## config.mk

```make
export PLATFORM = sky130hd
export DESIGN_NAME = pe_xbar_ctx_seq
export DESIGN_NICKNAME = d
export VERILOG_FILES = /design/src/rtl/pe_xbar_ctx_seq.sv
export SDC_FILE = /design/constraint.sdc
export NUM_CORES = 1
export LEC_CHECK = 0
export ABC_AREA = 1
export BUFFER_PORTS_ARGS = -buffer_cell sky130_fd_sc_hd__clkbuf_2
export CORE_ASPECT_RATIO = 1.2
export CORE_UTILIZATION = 34
export CTS_BUF_LIST = sky130_fd_sc_hd__clkbuf_16
export DETAILED_ROUTE_END_ITERATION = 12
export SYNTH_ARGS = -nofsm -noshare
export SYNTH_HDL_FRONTEND = slang
export SYNTH_SLANG_ARGS = --single-unit
```

## constraint.sdc

```tcl
create_clock -name clk -period 2.39 [get_ports clk]
set_input_delay 0.717 -clock clk [delete_from_list [all_inputs] [get_ports clk]]
set_output_delay 0.717 -clock clk [all_outputs]
set_load 0.01 [all_outputs]
```

## src/rtl/pe_xbar_ctx_seq.sv

```systemverilog
`default_nettype none
// ============================================================================
// Module   : pe_xbar_ctx_seq
// Purpose  : Context sequencer for the 5-input/4-output PE crossbar. Holds a
//            table of crossbar switch words written through a config port.
//            On start it steps through contexts 0..ctx_num-1, one per
//            non-stalled cycle, repeating iter_num times. The crossbar switch
//            word is driven from a register.
// Ports    : clk, rst_n          clock, asynchronous active-low reset
//            cfg_we/addr/data    context table write port
//            start               launch pulse (ctx_num, iter_num sampled)
//            ctx_num, iter_num   contexts per iteration, iteration count
//            stall               freeze sequencing
//            switch              registered crossbar switch word
//            ctx_idx             index of the context currently on switch
//            busy, done          RUN indicator, one-cycle completion pulse
//            cfg_err             one-cycle pulse on a rejected write
// Options  : XBAR_SEL_CHECK_EN   reject writes whose 3-bit fields hold 5..7
// Revision : 1.0  initial release
// ============================================================================
module pe_xbar_ctx_seq #(
  parameter int SW_W      = 12,
  parameter int CTX_DEPTH = 16,
  parameter int AW        = 4,
  parameter int ITER_W    = 16
) (
  input  logic              clk,
  input  logic              rst_n,
  input  logic              cfg_we,
  input  logic [AW-1:0]     cfg_addr,
  input  logic [SW_W-1:0]   cfg_data,
  input  logic              start,
  input  logic [AW:0]       ctx_num,
  input  logic [ITER_W-1:0] iter_num,
  input  logic              stall,
  output logic [SW_W-1:0]   switch,
  output logic [AW-1:0]     ctx_idx,
  output logic              busy,
  output logic              done,
  output logic              cfg_err
);

  localparam logic [AW:0] CTX_MAX = (AW+1)'(CTX_DEPTH);

  typedef enum logic [1:0] {
    S_IDLE = 2'd0,
    S_RUN  = 2'd1,
    S_DONE = 2'd2
  } state_t;

  state_t state_q, state_d;

  logic [SW_W-1:0]   ctx_tbl [CTX_DEPTH];
  logic [AW-1:0]     last_idx_q;   // ctx_num-1 after clamping
  logic [ITER_W-1:0] iter_last_q;  // iter_num-1
  logic [ITER_W-1:0] iter_cnt_q;

  logic              sel_bad;
  logic              tbl_we;
  logic              start_ok;
  logic [AW:0]       ctx_clamped;
  logic              ctx_at_end;
  logic              iter_at_end;
  logic [AW-1:0]     rd_idx;

`ifdef XBAR_SEL_CHECK_EN
  // Field encodings 5..7 have no crossbar source behind them.
  function automatic logic has_bad_sel(input logic [SW_W-1:0] d);
    logic bad;
    bad = 1'b0;
    for (int f = 0; f < SW_W/3; f++) begin
      if (d[3*f+2] && (d[3*f+1] || d[3*f])) bad = 1'b1;
    end
    return bad;
  endfunction
  assign sel_bad = has_bad_sel(cfg_data);
`else
  assign sel_bad = 1'b0;
`endif

  assign tbl_we      = cfg_we && (state_q != S_RUN) && !sel_bad;
  assign start_ok    = start && (ctx_num != '0) && (iter_num != '0);
  assign ctx_clamped = (ctx_num > CTX_MAX) ? CTX_MAX : ctx_num;
  assign ctx_at_end  = (ctx_idx == last_idx_q);
  assign iter_at_end = (iter_cnt_q == iter_last_q);
  // Only the advance-within-iteration case reads anything but entry 0.
  assign rd_idx      = (state_q == S_RUN && !ctx_at_end) ? ctx_idx + AW'(1) : '0;

  assign busy = (state_q == S_RUN);
  assign done = (state_q == S_DONE);

  // Table storage is deliberately not reset.
  always_ff @(posedge clk) begin
    if (tbl_we) ctx_tbl[cfg_addr] <= cfg_data;
  end

  always_ff @(posedge clk or negedge rst_n) begin
    if (!rst_n) state_q <= S_IDLE;
    else        state_q <= state_d;
  end

  always_comb begin
    state_d = state_q;
    case (state_q)
      S_IDLE: begin
        if (start) state_d = start_ok ? S_RUN : S_DONE;
      end
      S_RUN: begin
        if (!stall && ctx_at_end && iter_at_end) state_d = S_DONE;
      end
      S_DONE:  state_d = S_IDLE;
      default: state_d = S_IDLE;
    endcase
  end

  always_ff @(posedge clk or negedge rst_n) begin
    if (!rst_n) begin
      switch      <= '0;
      ctx_idx     <= '0;
      last_idx_q  <= '0;
      iter_last_q <= '0;
      iter_cnt_q  <= '0;
      cfg_err     <= 1'b0;
    end else begin
      cfg_err <= cfg_we && ((state_q == S_RUN) || sel_bad);
      case (state_q)
        S_IDLE: begin
          if (start_ok) begin
            last_idx_q  <= AW'(ctx_clamped - (AW+1)'(1));
            iter_last_q <= iter_num - ITER_W'(1);
            iter_cnt_q  <= '0;
            ctx_idx     <= '0;
            switch      <= ctx_tbl[rd_idx];
          end
        end
        S_RUN: begin
          if (!stall) begin
            if (!ctx_at_end) begin
              ctx_idx <= rd_idx;
              switch  <= ctx_tbl[rd_idx];
            end else if (!iter_at_end) begin
              ctx_idx    <= '0;
              switch     <= ctx_tbl[rd_idx];
              iter_cnt_q <= iter_cnt_q + ITER_W'(1);
            end
          end
        end
        default: ;  // DONE: switch and index hold
      endcase
    end
  end

endmodule
`default_nettype wire

```

[Yosys cells after proc, flatten, opt, wreduce, memory -nomap -nowiden]
Memories as Yosys holds them, arrays and structs flattened.
Cells that the tools add are included.
Operators by class
  add/subtract/negate cells: 4
  $lt $le $gt $ge: 1
  equal/unequal tests: 12
  muxes and demuxes: 23
  reduce and logical (&&, ||, !) cells: 17
Operator list (number)
  16-bit two-way mux: 4
  12-bit two-way mux: 4
  16-bit one-hot mux with 2 select lines: 1
  4-bit two-way mux: 6
  12-bit one-hot mux with 2 select lines: 1
  16-bit by 1-bit adder with 16-bit output, second input constant: 1
  16-bit equality test: 1
  16-bit nonzero test: 1
  16-bit by 1-bit subtractor with 16-bit output, second input constant: 1
  2-bit inequality test, second input constant: 4
  4-bit one-hot mux with 2 select lines: 1
  1-bit logical AND: 7
  2-bit two-way mux: 3
  2-bit by 1-bit inequality test with 1-bit output, second input constant: 3
  5-bit greater-than comparator, second input constant: 1
  5-bit AND reduction: 1
  5-bit nonzero test: 1
  4-bit by 1-bit adder with 4-bit output, second input constant: 1
  4-bit equality test: 1
  2-bit one-hot mux with 2 select lines: 1
  2-bit AND reduction: 2
  4-bit AND reduction: 1
  4-bit by 1-bit subtractor with 4-bit output, second input constant: 1
  3-bit inequality test, second input constant: 1
  other kinds (6): 8
Word-level totals
  bits in registers: 55
  bits in writable memories: 192
  word-level logic and storage cells: 65
  memories kept: 1
Memory list
  ctx_tbl: depth 16, bits a word 12, rd ports 1, clocked after memory_dff 0, wr ports 1, RTL line 53  | logic [SW_W-1:0] ctx_tbl [CTX_DEPTH];

[Depth between registers and ports, before layout]
An unclocked memory read counts as a cell.
  word-level depth: 9
  mapped depth: 16
  gate-level depth less buffers: 14

[Least setup slack after synthesis]
No wires, ideal clock.
  path kind: input port to flip-flop
  start point: in iter_num[0]
  end point: reg iter_cnt_q[0]
  arrival time: 2.028 ns
  data required time: 2.314 ns
  path slack: 0.286 ns
  stages on the path: 12
  path buffers: 1
  cell sequence: inv_1 -> ha_1 -> nand2_1 -> nor2_1 -> a31oi_1 -> nand2_1 -> o21ai_2 -> nand2_1 -> nor2_4 -> buf_4 -> nand3_1 -> o21ai_1
Between the ends
  longest elaborated chain between the ends: 4
RTL lines
  start, declared: RTL line 34  | input logic [ITER_W-1:0] iter_num,
  16-bit nonzero test: RTL line 82  | assign start_ok = start && (ctx_num != '0) && (iter_num != '0);
  1-bit logical AND: RTL line 82
  2-bit inequality test (no source line)
  5-bit AND reduction (no source line)
  end signal, assigned: RTL line 144  | iter_cnt_q <= iter_cnt_q + ITER_W'(1);
  end, declared: RTL line 56  | logic [ITER_W-1:0] iter_cnt_q;
Every way passes these cells.
A chain may end at the register's enable or synchronous reset.

[Worst setup path in the final report]
  start point: reg state_q[0]
  end point: out busy
Between the ends
  longest elaborated chain between the ends: 1
RTL lines
  start, declared: RTL line 51  | state_t state_q, state_d;
  start signal, assigned: RTL line 99  | else state_q <= state_d;
  2-bit by 1-bit equality test with 1-bit output: RTL line 89  | assign busy = (state_q == S_RUN);
  end, declared: RTL line 38  | output logic busy,
Every way passes these cells.

==> qor.yml <==
postCtsHoldBufs: 0
vias: 8659
irDropWorstVdd_mv: 0.745
worst_slack_ps: 166
critPathCaptureType: "output port"
tightestPinTransition_ps: 652
wl_mm: 29.6
clock_path_buffers: 3
critical_path.slowest_cell: "dfrtp_1"
grt_pass1_wl_mm: 47.1
dieArea_um2: 35700
cts_root_buf: "clkbuf_16"
arrival_ps: 1510
start_util: 0.347
netlist_area_um2: 11900
drive_above_1_share: 0.145
leakagePower_nw: 5.90
ys_ff_latch: 247
crit_fanout: 31
setup_viol_count_final: 0
place_area_um2: 12900
diodes: 0
placedCellCount: 1725
crit_chain: "inv_2 -> nor2_4 -> buf_12 -> clkbuf_2"
max_slew_margin: 0.565
met1_length_mm: 13.3
final_cell_area_um2: 13800
die_x_um: 173
fin_cells: 1777
clkTransAtPathRegs_ps: 60
wl_met3_mm: 1.52
yosys_warnings: 0
wl_per_cell_um: 16.7
outcome: "completed"
place.port_buffers: 60
synth_cell_types: 33
layout_commonest_cell: "nand2_1"
maxCapViolations: 0
timing.final.crit_share: 0.931
met2_length_mm: 14.3
total_power_mw: 13.9
top_layer: "met4"
worstPathRequired_ps: 1670
track_usage: 0.166
fin_worst_skew_ps: 12.3
via_per_inst: 4.87
cts_buffers: 27
powerDensity_nw_per_um2: 1000
drtPass1Iterations: 5
hold_viol: 0
grt_max_degree: 146
slowest_delay_ps: 390
post-route-drc-count: 0
path_class: "flip-flop to output port"
synthCells: 1230
finalSetupTns_ps: 0
drtAntennaViolNets: 0
io_pins: 61
area_growth_pct: 16.6
hp-class: "primary input to asynchronous set/reset pin"
gp_congestion: 0.899
row_count: 74
start_kind: "flip-flop"
cts_tree: "yes"
dpl.hpwl_mm: 19.1
synth_nets: 1277
worstSkewPairLatency_ps: 540
min_period_ps: 2220
grt_pass1_vias: 8489
path_buf_inv: 3
place_ws_ps: 2.17
die_h_um: 207
overflow: 0
clock.fmax_mhz: 450
syn_area_per_cell_um2: 9.66
nets: 1347
rsz0062_at_grt: "no"
mostFrequentLayoutCells: "nand2_1, edfxtp_1, inv_1"
cts-htree-levels: 1
final_max_slew_viol_count: 0
first_iter_violations: 608
cts_sinks: 247
core_um2: 34300
synth-seq-area-share: 0.601
cp_top_family: "buffers and inverters"
antenna_found_initial: 0
## final timing paths
kind,start,endpoint,slack (ps),depth (start not counted)
max,state_q[0]$_DFFE_PN0P_,busy,170,4
min,rst_n,iter_cnt_q[10]$_DFFE_PN0P_,160,1
max reg2reg,ctx_idx[3]$_DFFE_PN0P_,switch[6]$_DFFE_PN0P_,190,13
min reg2reg,switch[11]$_DFFE_PN0P_,switch[11]$_DFFE_PN0P_,480,2
max in group asynchronous,rst_n,ctx_idx[0]$_DFFE_PN0P_,1630,2
min in group clk,iter_num[0],iter_last_q[0]$_DFFE_PN0P_,400,2
## through the flow
step	utilization	hold slack, ps
after floorplan	-	421
after global placement	0.376	466
after detailed placement	0.376	470
after CTS	0.402	149
after global routing	0.404	187
final	0.404	159
## logic make-up after synthesis
logic type,count (synthesis),share of synthesized area
and+or+nand+nor,644,0.253
buffers and inverters,253,0.0906
DFF,247,0.601
xor gates and xnor gates,42,0.0310
AOI/OAI and AO/OA,39,0.0189
adders and majority gates,5,0.00527
## worst reg2reg max path, cell delays in order, from the launching register on
cell and delay, ps:
dfrtp_1 490, inv_1 70, nand2_1 60, nand2_1 50
nor2_1 170, nand2_4 160, nand2_2 100, nor2_1 50
inv_1 480, buf_4 230, nand3_1 70, nand2_1 90
nand2_1 60, nand2_1 60
## metal layers
metal	vias to the layer above	track usage
met5	-	0
met4	0	0.0360
met3	43	0.0267
met2	212	0.288
met1	4153	0.219
li1	4251	-
## synthesized netlist by cell type
cell type / instances / area [um^2]
a221oi_2: 1 / 15.0
a2bb2oi_1: 2 / 17.5
a31o_2: 1 / 8.76
a31oi_1: 1 / 6.26
and2_1: 1 / 6.26
buf_1: 3 / 11.3
buf_2: 23 / 115
buf_4: 10 / 75.1
buf_6: 8 / 90.1
clkbuf_1: 25 / 93.8
clkinv_1: 1 / 3.75
dfrtp_1: 55 / 1380
edfxtp_1: 192 / 5770
ha_1: 5 / 62.6
inv_1: 177 / 664
inv_2: 6 / 22.5
nand2_1: 221 / 830
nand2_2: 1 / 6.26
nand2_4: 1 / 11.3
nand3_1: 170 / 851
nand3_4: 1 / 17.5
nand4_1: 102 / 638
nor2_1: 111 / 417
nor2_4: 2 / 22.5
nor3_1: 6 / 30.0
nor4_1: 2 / 12.5
o21ai_0: 30 / 150
o21ai_1: 2 / 10.0
o21ai_2: 1 / 8.76
o31ai_1: 1 / 7.51
or2_2: 26 / 163
xnor2_1: 22 / 193
xor2_1: 20 / 175
## repair_timing
item,4_1_cts,5_1_grt
buffers inserted,1,0
endpoints found under the setup margin,1,12
gates cloned,0,1
resized for setup,3,9
pin swaps,1,0
## layout make-up
cell class | instances | area [um^2]
fillers | 3386 | 20400
clock inverters | 23 | 218
flip-flops and latches | 247 | 7140
inverters | 184 | 696
well taps | 456 | 571
multi-input cells | 730 | 3670
repair buffers | 110 | 870
clock buffers | 27 | 676
## where the power goes
| part | internal (mW) | switching, mW |
|---|---|---|
| Clock | 2.49 | 1.67 |
| Combinational | 1.48 | 2.87 |
| Sequential | 5.03 | 0.307 |
| Total | 9.00 | 4.85 |
## sequential cells by signal (all words and copies together) (netlist names)
| name | count |
|---|---|
| ctx_idx | 4 |
| iter_last_q | 16 |
| last_idx_q | 4 |
| state_q | 2 |
| iter_cnt_q | 16 |
| switch | 12 |
| cfg_err | 1 |
| ctx_tbl | 192 |
Power figures use the tool's default switching activity.
